File: src/rtl/keypad_code_tx.sv
// Debounces keypad switches, buffers a CODE_LEN one-hot code and replays it to the lock checker.
// Optional build macro KEYPAD_AUTO_SEND_EN: a full buffer arms the frame without an enter press.

module keypad_debounce #(
    parameter int W               = 1,
    parameter int DEBOUNCE_CYCLES = 4
) (
    input  logic         clk,
    input  logic         rst,
    input  logic [W-1:0] raw,
    output logic [W-1:0] stable
);
    localparam logic [15:0] CNT_LAST = 16'(DEBOUNCE_CYCLES - 1);

    logic [W-1:0] sync1, sync2, prev;
    logic [15:0]  cnt;

    always_ff @(posedge clk) begin
        if (rst) begin
            sync1  <= '0;
            sync2  <= '0;
            prev   <= '0;
            cnt    <= '0;
            stable <= '0;
        end else begin
            sync1 <= raw;
            sync2 <= sync1;
            prev  <= sync2;
            if (sync2 != prev)
                cnt <= '0;
            else if (cnt != CNT_LAST)
                cnt <= cnt + 16'd1;
            if (sync2 == prev && cnt == CNT_LAST)
                stable <= sync2;
        end
    end
endmodule

module keypad_code_tx #(
    parameter int CODE_LEN        = 4,
    parameter int DEBOUNCE_CYCLES = 4,
    parameter int GAP_CYCLES      = 2
) (
    input  logic       clk,
    input  logic       rst,
    input  logic [9:0] sw_in,
    input  logic       enter,
    input  logic       clear,
    input  logic       rx_ready,
    output logic [9:0] sr_out,
    output logic       sr_valid,
    output logic       busy,
    output logic [2:0] digit_count,
    output logic       frame_done
);
    localparam logic [2:0]  LEN      = 3'(CODE_LEN);
    localparam logic [2:0]  LAST_IDX = 3'(CODE_LEN - 1);
    localparam logic [15:0] GAP_LAST = 16'(GAP_CYCLES - 1);

    typedef enum logic [1:0] {ST_COLLECT, ST_ARM, ST_SEND, ST_GAP} state_t;

    state_t      state, state_nxt;
    logic [9:0]  code_buf [8];
    logic [9:0]  buf_nxt  [8];
    logic [2:0]  idx, idx_nxt, count_nxt;
    logic [15:0] gap_cnt, gap_nxt;
    logic [9:0]  sr_out_nxt;
    logic        sr_valid_nxt, busy_nxt, done_nxt;

    logic [9:0]  sw_stable, sw_stable_d, rise;
    logic        enter_stable, enter_stable_d, clear_stable, clear_stable_d;
    logic        enter_p, clear_p;
    logic        press_vld, wr;
    logic [9:0]  press_dat;

    keypad_debounce #(.W(10), .DEBOUNCE_CYCLES(DEBOUNCE_CYCLES)) u_sw_db (
        .clk(clk), .rst(rst), .raw(sw_in), .stable(sw_stable));
    keypad_debounce #(.W(1), .DEBOUNCE_CYCLES(DEBOUNCE_CYCLES)) u_enter_db (
        .clk(clk), .rst(rst), .raw(enter), .stable(enter_stable));
    keypad_debounce #(.W(1), .DEBOUNCE_CYCLES(DEBOUNCE_CYCLES)) u_clear_db (
        .clk(clk), .rst(rst), .raw(clear), .stable(clear_stable));

    assign rise    = sw_stable & ~sw_stable_d;
    assign enter_p = enter_stable & ~enter_stable_d;
    assign clear_p = clear_stable & ~clear_stable_d;
    assign wr      = press_vld && (digit_count < LEN);

    // Press is registered so chords (rise with more than one bit, or another key held) never store.
    always_ff @(posedge clk) begin
        if (rst) begin
            sw_stable_d    <= '0;
            enter_stable_d <= 1'b0;
            clear_stable_d <= 1'b0;
            press_vld      <= 1'b0;
            press_dat      <= '0;
        end else begin
            sw_stable_d    <= sw_stable;
            enter_stable_d <= enter_stable;
            clear_stable_d <= clear_stable;
            press_vld      <= (rise != '0) && ((rise & (rise - 10'd1)) == '0) && (sw_stable == rise);
            press_dat      <= rise;
        end
    end

    always_ff @(posedge clk) begin
        if (rst) begin
            state       <= ST_COLLECT;
            idx         <= '0;
            gap_cnt     <= '0;
            digit_count <= '0;
            sr_out      <= '0;
            sr_valid    <= 1'b0;
            busy        <= 1'b0;
            frame_done  <= 1'b0;
            for (int i = 0; i < 8; i++)
                code_buf[i] <= '0;
        end else begin
            state       <= state_nxt;
            idx         <= idx_nxt;
            gap_cnt     <= gap_nxt;
            digit_count <= count_nxt;
            sr_out      <= sr_out_nxt;
            sr_valid    <= sr_valid_nxt;
            busy        <= busy_nxt;
            frame_done  <= done_nxt;
            for (int i = 0; i < 8; i++)
                code_buf[i] <= buf_nxt[i];
        end
    end

    always_comb begin
        state_nxt    = state;
        idx_nxt      = idx;
        gap_nxt      = gap_cnt;
        count_nxt    = digit_count;
        sr_out_nxt   = '0;
        sr_valid_nxt = 1'b0;
        done_nxt     = 1'b0;
        for (int i = 0; i < 8; i++)
            buf_nxt[i] = code_buf[i];

        case (state)
            ST_COLLECT: begin
                if (clear_p) begin
                    count_nxt = '0;
                    for (int i = 0; i < 8; i++)
                        buf_nxt[i] = '0;
                end else begin
                    if (wr) begin
                        buf_nxt[digit_count] = press_dat;
                        count_nxt            = digit_count + 3'd1;
                    end
                    if (enter_p && count_nxt != '0)
                        state_nxt = ST_ARM;
`ifdef KEYPAD_AUTO_SEND_EN
                    if (wr && count_nxt == LEN)
                        state_nxt = ST_ARM;
`endif
                end
            end
            ST_ARM: begin
                if (rx_ready) begin
                    state_nxt    = ST_SEND;
                    idx_nxt      = '0;
                    sr_out_nxt   = code_buf[0];
                    sr_valid_nxt = 1'b1;
                end
            end
            ST_SEND: begin
                if (idx == LAST_IDX) begin
                    state_nxt = ST_GAP;
                    gap_nxt   = '0;
                end else begin
                    idx_nxt      = idx + 3'd1;
                    sr_out_nxt   = code_buf[idx + 3'd1];
                    sr_valid_nxt = 1'b1;
                end
            end
            ST_GAP: begin
                if (gap_cnt == GAP_LAST) begin
                    state_nxt = ST_COLLECT;
                    done_nxt  = 1'b1;
                    count_nxt = '0;
                    for (int i = 0; i < 8; i++)
                        buf_nxt[i] = '0;
                end else begin
                    gap_nxt = gap_cnt + 16'd1;
                end
            end
            default: state_nxt = ST_COLLECT;
        endcase

        busy_nxt = (state_nxt != ST_COLLECT);
    end
endmodule

File: config.mk
export PLATFORM = sky130hd
export DESIGN_NAME = keypad_code_tx
export DESIGN_NICKNAME = d
export VERILOG_FILES = /design/src/rtl/keypad_code_tx.sv
export SDC_FILE = /design/constraint.sdc
export NUM_CORES = 1
export LEC_CHECK = 0
export CAP_MARGIN = 30
export CELL_PAD_IN_SITES_DETAIL_PLACEMENT = 1
export CELL_PAD_IN_SITES_GLOBAL_PLACEMENT = 1
export CORE_ASPECT_RATIO = 0.8
export CORE_MARGIN = 4
export CORE_UTILIZATION = 51
export CTS_CLUSTER_SIZE = 40
export DETAILED_ROUTE_END_ITERATION = 6
export GPL_TIMING_DRIVEN = 1
export PLACE_DENSITY = 0.83
export SLEW_MARGIN = 10
export SYNTH_ARGS = -nofsm -noshare
export SYNTH_HDL_FRONTEND = slang
export SYNTH_SLANG_ARGS = --single-unit
export TNS_END_PERCENT = 10
File: constraint.sdc
create_clock -name clk -period 3.9 [get_ports clk]
set_clock_uncertainty 0.2 [all_clocks]
set_input_delay 0.78 -clock clk [delete_from_list [all_inputs] [get_ports clk]]
set_output_delay 0.78 -clock clk [all_outputs]
set_load 0.01 [all_outputs]
==> summary.md, run 1 <==
| Metric | Value |
|---|---|
| Fmax | 356 MHz |
| Synth Net Count | slightly above 900 |
| Worst vdd ir | 380 µV |
| Core area | between 15000 and 20000 µm² |
| WP data required | 2920 ps |
| Synth area leader | dfxtp_1 |
| Total gr overflow | 0 |
| Finish-stage setup viols | 0 |
| Initial Util | about half |
| Worst min path class | reg2reg |
| Commonest cells after routing, fill and taps aside | 236 x dfxtp_1, 95 x nor2_1, 54 x nand2_1 |
| DRC Markers | 0 |
| Min Tclk post-route | 2810 ps |
| Avg Cell Area, Syn | between 10 and 15 µm² |
| Critical path type | reg2out |
| Clock slew seen by the registers of the worst setup and hold paths | about 60 ps |
| Initial antenna violation count | 1 |
| Gate family responsible for the most delay along the worst path | buffers and inverters |
| Final instance area | about 11000 µm² |
| Hold path cells | 1 |
| Die height | 129 µm |
| PwrDens | roughly 460 nW/µm² |
| Crit-path cells | clkdlybuf4s50_1 |
| ANT nets after route | 0 |
| Max-cap violation count | 0 |
| Area growth from synthesis to layout | 13.9% |
| FF+latch count, synth | about 240 |
| Distinct cells, synth | between 50 and 60 |
| Crit-path max FO | 15 |
| Routed length per instance | between 15 and 20 µm |
| Max clock buf depth | 3 |
| Total wire length | 21900 µm |
| Yosys top cell area share | between 50% and 60% |
| Vias | slightly below 7000 |
| Die W | 160 µm |
| Setup_tns | 0 ps |
| Setup Fix Bufs, Post-CTS | 0 |
| Hold Vio Cnt, Final | 0 |
| CTS Hold Bufs | 0 |
| Endpoint class of the critical path | primary output |
| Leakage | around 3.7 nW |
| Clock tree from TritonCTS | built |
| RSZ-0062 raised after global routing | false |
| Seq/Total Area, Yosys | between 50% and 60% |
| DR pass1 iterations | 5 |
| Placed insts | between 1000 and 1500 |
| Cts repair resizes | 0 |
| Top-Level Pins | 31 |
| Placed inst area | 9870 µm² |
| Worst setup SP type | register |
| Most common cell after layout, fill and taps aside | dfxtp_1 |
| CP arrival | ~1800 ps |
| Crit path buf inv count | 1 |
| Input/output buffers | 30 |
| Clock Root Buffer | clkbuf_16 |
| DP Wirelength | about 14000 µm |
| Run status | finished clean |
| Critical path depth | 1 |
| Asr flop ratio synth | 0% |
| Slowest cell on the critical path | clkdlybuf4s50_1 |
| Share of layout cells above drive strength 1 | under 10% |
| Delay of the slowest critical-path stage | roughly 660 ps |
| Worst R2R Path Depth | 6 |
| Synth top area cells | dfxtp_1 50%, mux4_2 4.8%, a32o_1 4.3%, xor2_1 3.9%, nor2_1 3.8% |
| Number of flops mapped to enable cells by yosys | 0 |
| Final net count | approximately 960 |
| Top FF cell, synth | dfxtp_1 |
| Number of global-route vias before repair | around 7000 |
| Pin count of the biggest net entering global routing | 61 |
| Antenna diodes | 0 |
| Worst-margin pin slew | 975 ps |
| Row count | 44 |
| Gpl congestion | approximately 0.80 |
| Cells after synthesis | roughly 910 |
| Slew margin rel. | around a third |
| Netlist Area Pre-Place | about 9400 µm² |
| Initial DRC count | between 400 and 500 |
| Die area | 20600 µm² |
| Total track usage | 21.3% |
| H-tree depth | 1 |
| Sink Count | around 240 |
| Skew-Pair Late Insertion Delay | around 520 ps |
| First-pass GRT wire length | about 37000 µm |
| Hold slack | 234 ps |
| Filler cell count | just under 2000 |
| Yosys warning count | 0 |
| Final Max Tran Viols | 0 |
| CTS Buf Count | 24 |
| Non-Filler Instances | between 1000 and 1500 |
| Final worst path period share | roughly 72% |
| Drt via density | 5.83 |
==> through the flow <==
step	setup slack (ps)	utilization [%]	total power, mW
floorplan	1750	-	2.58
global placement	1110	54.4	2.62
detailed placement	1120	54.5	2.62
CTS	1090	58.9	4.93
global route	1060	58.9	5.05
finish	1090	58.9	4.89
==> cells in the mapped netlist (all sizes together) (2+ instances only) <==
library cell,instances
ha,13
o22ai,5
nor3,24
o221ai,2
a211oi,4
xor2,42
o31ai,3
o21ai,25
or2,2
nand3b,3
nor2,96
and3,5
and4,7
and2,6
mux2,12
mux4,20
nor4b,7
nand2,61
o21bai,3
clkbuf,22
a32o,40
nand3,23
nand2b,9
mux2i,17
inv,20
dfxtp,236
buf,11
o2bb2ai,40
nand4,17
nor2b,53
a21oi,18
or3,6
a31oi,4
nor4,15
o211ai,4
xnor2,23
==> path summary, 6_finish.rpt <==
check / from / end / slack, ps
worst min-delay path: u_sw_db.sync1[8]$_SDFF_PP0_ / u_sw_db.sync2[8]$_SDFF_PP0_ / 230
worst max-delay path: digit_count[0]$_SDFFE_PP0P_ / digit_count[0] / 1090
worst max register to register: gap_cnt[0]$_SDFFE_PP0P_ / code_buf[4][5]$_SDFFE_PP0P_ / 1180
worst min register to register: u_sw_db.sync1[8]$_SDFF_PP0_ / u_sw_db.sync2[8]$_SDFF_PP0_ / 230
==> where the power goes <==
part           leakage, nW  internal (mW)  switching (mW)
Clock                0.396           1.38           0.939
Combinational         1.44         0.0493          0.0726
Sequential            1.91           2.43          0.0141
==> layout make-up <==
type                    instances  area, µm²  area share, %
multi-input cells             616       4440           41.6
flip-flops and latches        236       4720           44.3
clock buffers                  35        702           6.58
well taps                     230        288           2.70
clock inverters                 7       96.3          0.903
repair buffers                 37        352           3.29
inverters                      20       75.1          0.703
==> flip-flops by register name, summed over array words and instances (netlist names), 3 cells and up <==
name,count
code_buf,80
gap_cnt,16
u_clear_db.cnt,16
u_enter_db.cnt,16
u_sw_db.cnt,16
press_dat,10
sr_out,10
sw_stable_d,10
u_sw_db.prev,10
u_sw_db.stable,10
u_sw_db.sync1,10
u_sw_db.sync2,10
digit_count,3
idx,3
==> kinds of logic (layout without fill, tap and decap cells) <==
kind of cell             count (synthesis)  in the layout  synth area share (%)
adder cells (fa/ha/maj)                 14             14                  1.84
multiplexers                            49             49                  8.06
flip-flops                             236            236                  50.4
AO/OA/AOI/OAI                          153            153                  13.0
XOR/XNOR                                65             65                  6.07
buffers and inverters                   53             99                  2.30
AND/OR/NAND/NOR                        335            335                  18.4
==> metal layers <==
layer / GRT usage (%) / wire length, µm / vias to the layer above
met5: 0 / 13 / -
met4: 5.92 / 498 / 2
met3: 2.93 / 804 / 42
met2: 36.1 / 10200 / 144
met1: 29.0 / 10300 / 3364
li1: - / - / 3337
Note: power is estimated with default switching activity, not from simulation.
==> inputs of run 2 (changes only) <==
- CORE_UTILIZATION: 51 -> 48
- PLACE_DENSITY: 0.83 -> 0.79
- clock period: 3.9 -> 2.84 ns (I/O delays scaled with it)
==> summary.md, run 2 (same netlist as run 1, synthesis figures left out) <==
| Metric | Value |
|---|---|
| Run status | finished clean |
| CTS Hold Bufs | 0 (unchanged) |
| Largest register FFs | 80 (unchanged) |
| Slowest cell on the critical path | clkdlybuf4s50_1 |
| Endpoint class of the critical path | primary output |
| First-pass GRT wire length | 37500 µm (+2.8%) |
| Combinational share of power | 2.5% (about the same) |
| Hold Vio Cnt, Final | 0 (unchanged) |
| Non-Filler Instances | 1213 (+2.7%) |
| Max-cap violation count | 0 (unchanged) |
| Die W | 164 µm (+2.9%) |
| Skew-Pair Late Insertion Delay | 520 ps (about the same) |
| Finish-stage setup viols | 0 (unchanged) |
| Initial Util | 49.1% (-2.6 points) |
| Commonest cells after routing, fill and taps aside | 236 x dfxtp_1, 95 x nor2_1, 54 x nand2_1 |
| Drt via density | 5.74 (-1.6%) |
| H-tree depth | 1 (unchanged) |
| Routed length per instance | 18.5 µm (+0.20%) |
| Gate family responsible for the most delay along the worst path | buffers and inverters |
| Initial antenna violation count | 1 (unchanged) |
| Clock slew seen by the registers of the worst setup and hold paths | 60 ps (about the same) |
| Input/output buffers | 30 (unchanged) |
| Placed inst area | 9970 µm² (+1.0%) |
| Die area | 21800 µm² (+5.9%) |
| Worst setup SP type | register |
| Total wire length | 22500 µm (+2.9%) |
| Clock power frac | 47.5% (about the same) |
| Crit-path cells | clkdlybuf4s50_1 |
| Top reg by flops | code_buf |
| CP arrival | 1840 ps (about the same) |
| Share of layout cells above drive strength 1 | 9.95% (+0.38 points) |
| Initial DRC count | 471 (+4.0%) |
| DRC Markers | 0 (unchanged) |
| Final worst path period share | between 90% and 100% |
| Min Tclk post-route | around 2600 ps |
| Int Pwr | 5.33 mW (+38%) |
| RSZ-0062 raised after global routing | false |
| Most common cell after layout, fill and taps aside | dfxtp_1 |
| Total gr overflow | 0 (unchanged) |
| Die height | 133 µm (+2.9%) |
| CTS Buf Count | 23 (-4.2%) |
| Area growth from synthesis to layout | 14.8% |
| Final instance area | 10800 µm² (+0.81%) |
| Crit-path max FO | 15 (unchanged) |
| Tot Pwr | 6.72 mW (+38%) |
| Clock Root Buffer | clkbuf_16 |
| Sink Count | 236 (unchanged) |
| Worst min path class | reg2reg |
| Fmax | about 380 MHz |
| Total track usage | 20.8% (-0.52 points) |
| PwrDens | 625 nW/µm² (+36%) |
| Pin count of the biggest net entering global routing | 60 (-1.6%) |
| Worst vdd ir | 534 µV (+41%) |
| Seq pwr share | 50.0% (about the same) |
| Delay of the slowest critical-path stage | 670 ps (about the same) |
| Vias | 6962 (+1.1%) |
| Worst-margin pin slew | 808 ps (-168 ps) |
| Placed insts | 1173 (+3.0%) |
| WP data required | 2070 ps (-850 ps) |
| Leakage | 3.78 nW (+0.81%) |
| Max clock buf depth | 3 (unchanged) |
| Top-Level Pins | 31 (unchanged) |
| Sw frac | 20.7% (-0.26 points) |
| Clock tree from TritonCTS | built |
| Setup_tns | 0 ps (unchanged) |
| Core area | 19100 µm² (+5.4%) |
| Gpl congestion | 0.782 (-2.9%) |
| Critical path type | reg2out |
| Filler cell count | 2083 (+7.0%) |
| Cts repair resizes | 0 (unchanged) |
| Final net count | 968 (+0.52%) |
| Switching power | 1.39 mW (+36%) |
| Final Max Tran Viols | 0 (unchanged) |
| Slew margin rel. | 46.0% (+11 points) |
| Setup Fix Bufs, Post-CTS | 0 (unchanged) |
| Antenna diodes | 0 (unchanged) |
| DR pass1 iterations | 5 (unchanged) |
| Crit path buf inv count | 1 (unchanged) |
| Row count | 45 (+2.3%) |
| ANT nets after route | 0 (unchanged) |
| Final core occ | 56.4% (-2.6 points) |
| Number of global-route vias before repair | 7144 (+0.92%) |
| DP Wirelength | 14900 µm (+3.8%) |
-- run 2: final timing paths --
path | to | slack [ps] | start | depth (start not counted)
max | digit_count[0] | 240 | digit_count[0]$_SDFFE_PP0P_ | 1
min | u_sw_db.sync2[8]$_SDFF_PP0_ | 240 | u_sw_db.sync1[8]$_SDFF_PP0_ | 1
max reg2reg | code_buf[4][7]$_SDFFE_PP0P_ | 290 | gap_cnt[0]$_SDFFE_PP0P_ | 7
min reg2reg | u_sw_db.sync2[8]$_SDFF_PP0_ | 240 | u_sw_db.sync1[8]$_SDFF_PP0_ | 1
-- run 2: cell type report --
class,count,area [µm²],area share [%]
sequential,236,4720,43.9
multi-input combinational,616,4440,41.2
clock buffer,34,677,6.29
timing repair buffer,43,415,3.86
tap,258,323,3.00
clock inverter,6,109,1.01
inverter,20,75.1,0.698
-- run 2: per-stage QoR --
stage | hold slack, ps | worst slack [ps]
2_1_floorplan | 200 | 694
3_3_place_gp | 215 | 343
3_5_place_dp | 225 | 354
4_1_cts | 244 | 216
5_1_grt | 261 | 141
6_report | 240 | 236
-- run 2: routing by layer --
| layer | track usage, % | routed length [µm] |
|---|---|---|
| met1 | 29.4 | 10600 |
| met5 | 0 | 13 |
| met2 | 33.3 | 10300 |
| met3 | 3.83 | 1240 |
| met4 | 4.47 | 365 |
-- run 2: power groups by stage --
stage | sequential [mW] | combinational [mW] | clock [mW]
4_1_cts | 3.36 | 0.169 | 3.26
2_1_floorplan | 3.43 | 0.115 | 0
3_5_place_dp | 3.43 | 0.167 | 0
5_1_grt | 3.36 | 0.187 | 3.42
3_3_place_gp | 3.43 | 0.163 | 0
6_report | 3.36 | 0.167 | 3.19
==> inputs of run 3 (changes only) <==
- CAP_MARGIN: 30 -> not set
- PLACE_DENSITY: 0.79 -> 0.8
- SYNTH_HIERARCHICAL: not set -> 1
==> summary.md, run 3 <==
| Metric | Value |
|---|---|
| Synth top area cells | dfxtp_1 47%, mux4_2 4.5%, nor2b_1 4.3%, nand2b_1 3.8%, a22o_1 3.6% |
| Worst min path class | reg2reg |
| Leakage | 4.07 nW (+7.7%) |
| Total track usage | 20.1% (-0.66 points) |
| Skew-Pair Late Insertion Delay | 520 ps (about the same) |
| Top-count cell post-synth | dfxtp_1 |
| Cells after synthesis | 1022 (+13%) |
| Non-Filler Instances | 1336 (+10%) |
| Largest register FFs | 80 (unchanged) |
| Worst hold endpoint | u_sw_db/sync2[8]$_SDFF_PP0_ |
| Asr flop ratio synth | 0% (unchanged) |
| R2r setup slk | 470 ps (+180 ps) |
| Final worst path period share | 90.9% (-0.80 points) |
| Clock slew seen by the registers of the worst setup and hold paths | 60 ps (about the same) |
| Worst setup SP type | register |
| Yosys warning count | 6 (+6) |
| Gpl congestion | 0.779 (-0.38%) |
| PwrDens | 577 nW/µm² (-7.7%) |
| Distinct cells, synth | 68 (+28%) |
| DR pass1 iterations | 4 (-1) |
| Commonest cells after routing, fill and taps aside | 236 x dfxtp_1, 83 x nor2_1, 80 x nand2_1 |
| Filler cell count | 2259 (+8.4%) |
| Max clock buf depth | 3 (unchanged) |
| Tot Pwr | 6.58 mW (-2.1%) |
| WP data required | 2070 ps (about the same) |
| Crit-path max FO | 13 (-2) |
| Slowest cell on the critical path | clkdlybuf4s50_1 |
| Synth area leader | dfxtp_1 |
| RSZ-0062 raised after global routing | false |
| Avg Cell Area, Syn | 9.86 µm² (-4.8%) |
| Top cells by count, synth | 236 x dfxtp_1, 83 x nor2_1, 80 x nand2_1 |
| Clock tree from TritonCTS | built |
| First-pass GRT wire length | 39000 µm (+4.0%) |
| Worst-margin pin slew | 1060 ps (+257 ps) |
| Critical path depth | 1 (unchanged) |
| Clock Root Buffer | clkbuf_16 |
| CP arrival | 1810 ps (-30 ps) |
| Gate family responsible for the most delay along the worst path | buffers and inverters |
| Synth Net Count | 1050 (+13%) |
| FF+latch count, synth | 236 (unchanged) |
| R2r endpoint | code_buf[0][1]$_SDFFE_PP0P_ |
| Number of global-route vias before repair | 7560 (+5.8%) |
| Share of layout cells above drive strength 1 | 12.5% (+2.5 points) |
| Placed inst area | 10700 µm² (+6.9%) |
| Hold path cells | 1 (unchanged) |
| Final instance area | 11400 µm² (+6.0%) |
| Antenna diodes | 0 (unchanged) |
| Crit-path cells | clkdlybuf4s50_1 |
| Top-Level Pins | 31 (unchanged) |
| Number of flops mapped to enable cells by yosys | 0 (unchanged) |
| Total wire length | 23300 µm (+3.7%) |
| Top FF cell, synth | dfxtp_1 |
| Run status | finished clean |
| Final Max Tran Viols | 0 (unchanged) |
| ANT nets after route | 0 (unchanged) |
| Cts repair resizes | 0 (unchanged) |
| Finish-stage setup viols | 0 (unchanged) |
| Netlist Area Pre-Place | 10100 µm² (+7.5%) |
| Input/output buffers | 30 (unchanged) |
| Worst r2r src | gap_cnt[0]$_SDFFE_PP0P_ |
| Critical path type | reg2out |
| Core area | 20600 µm² (+8.1%) |
| Crit path buf inv count | 1 (unchanged) |
| Fmax | 387 MHz (+0.88%) |
| DP Wirelength | 15700 µm (+5.3%) |
| Initial DRC count | 368 (-22%) |
| Sink Count | 236 (unchanged) |
| Yosys top cell area share | 46.9% (-3.5 points) |
| Hold Vio Cnt, Final | 0 (unchanged) |
| Placed insts | 1294 (+10%) |
| Min Tclk post-route | 2580 ps (-22.7 ps) |
| Row count | 47 (+4.4%) |
| Top reg by flops | code_buf |
| Initial antenna violation count | 0 (-1) |
| Pin count of the biggest net entering global routing | 64 (+6.7%) |
| CTS Hold Bufs | 0 (unchanged) |
| Max-cap violation count | 0 (unchanged) |
| Vias | 7388 (+6.1%) |
| Most common cell after layout, fill and taps aside | dfxtp_1 |
| Delay of the slowest critical-path stage | 670 ps (about the same) |
| Die height | 138 µm (+3.5%) |
| Dpl ws | 412 ps (+58.3 ps) |
| CTS Buf Count | 24 (+4.3%) |
| Setup Fix Bufs, Post-CTS | 0 (unchanged) |
| Hold wc startpoint | u_sw_db/sync1[8]$_SDFF_PP0_ |
| Endpoint class of the critical path | primary output |
| Seq/Total Area, Yosys | 46.9% (-3.5 points) |
| Die W | 170 µm (+3.5%) |
| Area growth from synthesis to layout | 13.1% |
| Final net count | 1079 (+11%) |
| Final core occ | 55.2% (-1.1 points) |
| DRC Markers | 0 (unchanged) |
| Hold slack | 236 ps (-3.52 ps) |
| H-tree depth | 1 (unchanged) |
| Total gr overflow | 0 (unchanged) |
| Initial Util | 48.8% (-0.27 points) |
| Setup_tns | 0 ps (unchanged) |
| Worst vdd ir | 402 µV (-25%) |
| Slew margin rel. | 28.9% (-17 points) |
| Worst R2R Path Depth | 6 (-1) |
| Min setup slack post-route | 259 ps (+22.7 ps) |
| Routed length per instance | 17.5 µm (-5.8%) |
| Die area | 23400 µm² (+7.1%) |
| Drt via density | 5.53 (-3.7%) |
[run 3: changes by cell type after synthesis, moves of 16 or more]
cell,previous run,this run
a22o_1,0,41
a32o_1,40,0
nand2_1,54,80
nand2b_1,9,61
nor2b_1,53,69
o21ai_0,24,64
o2bb2ai_1,40,0
[run 3: kinds of logic after synthesis]
| kind of cell | share of synthesized area, % |
|---|---|
| AO/OA/AOI/OAI | 11.8 |
| AND/OR/NAND/NOR | 24.8 |
| adder cells (fa/ha/maj) | 1.61 |
| multiplexers | 7.20 |
| XOR/XNOR | 5.13 |
| buffers and inverters | 2.62 |
| flip-flops | 46.9 |
[run 3: worst max path at each step]
stage                           startpoint                           to
5_1_grt        digit_count[1]$_SDFFE_PP0P_               digit_count[1]
6_report       digit_count[0]$_SDFFE_PP0P_               digit_count[0]
2_1_floorplan          state[0]$_SDFF_PP0_  code_buf[5][0]$_SDFFE_PP0P_
3_5_place_dp                      rx_ready          idx[0]$_SDFFE_PP0P_
3_3_place_gp                      rx_ready          idx[0]$_SDFFE_PP0P_
4_1_cts        digit_count[0]$_SDFFE_PP0P_               digit_count[0]
[run 3: routing by layer]
metal	GRT usage (%)	vias up	routed length, µm
li1	-	3632	-
met1	27.4	3625	11200
met3	2.41	32	747
met2	34.8	99	10900
met5	0	-	0
met4	3.95	0	432
[run 3: power breakdown]
part           total [mW]  leakage (nW)  switching [mW]  internal, mW
clock network        3.03         0.373            1.31          1.73
logic               0.174          1.79           0.101        0.0738
registers            3.37          1.91          0.0280          3.34
total                6.58          4.07            1.43          5.14
[run 3: area by class of cell]
| type | instances | area [µm²] | area share [%] |
|---|---|---|---|
| tap | 269 | 337 | 2.95 |
| clock buffer | 33 | 664 | 5.83 |
| sequential | 236 | 4720 | 41.4 |
| clock inverter | 9 | 81.3 | 0.713 |
| inverter | 20 | 75.1 | 0.658 |
| multi-input combinational | 723 | 5090 | 44.6 |
| timing repair buffer | 46 | 430 | 3.77 |
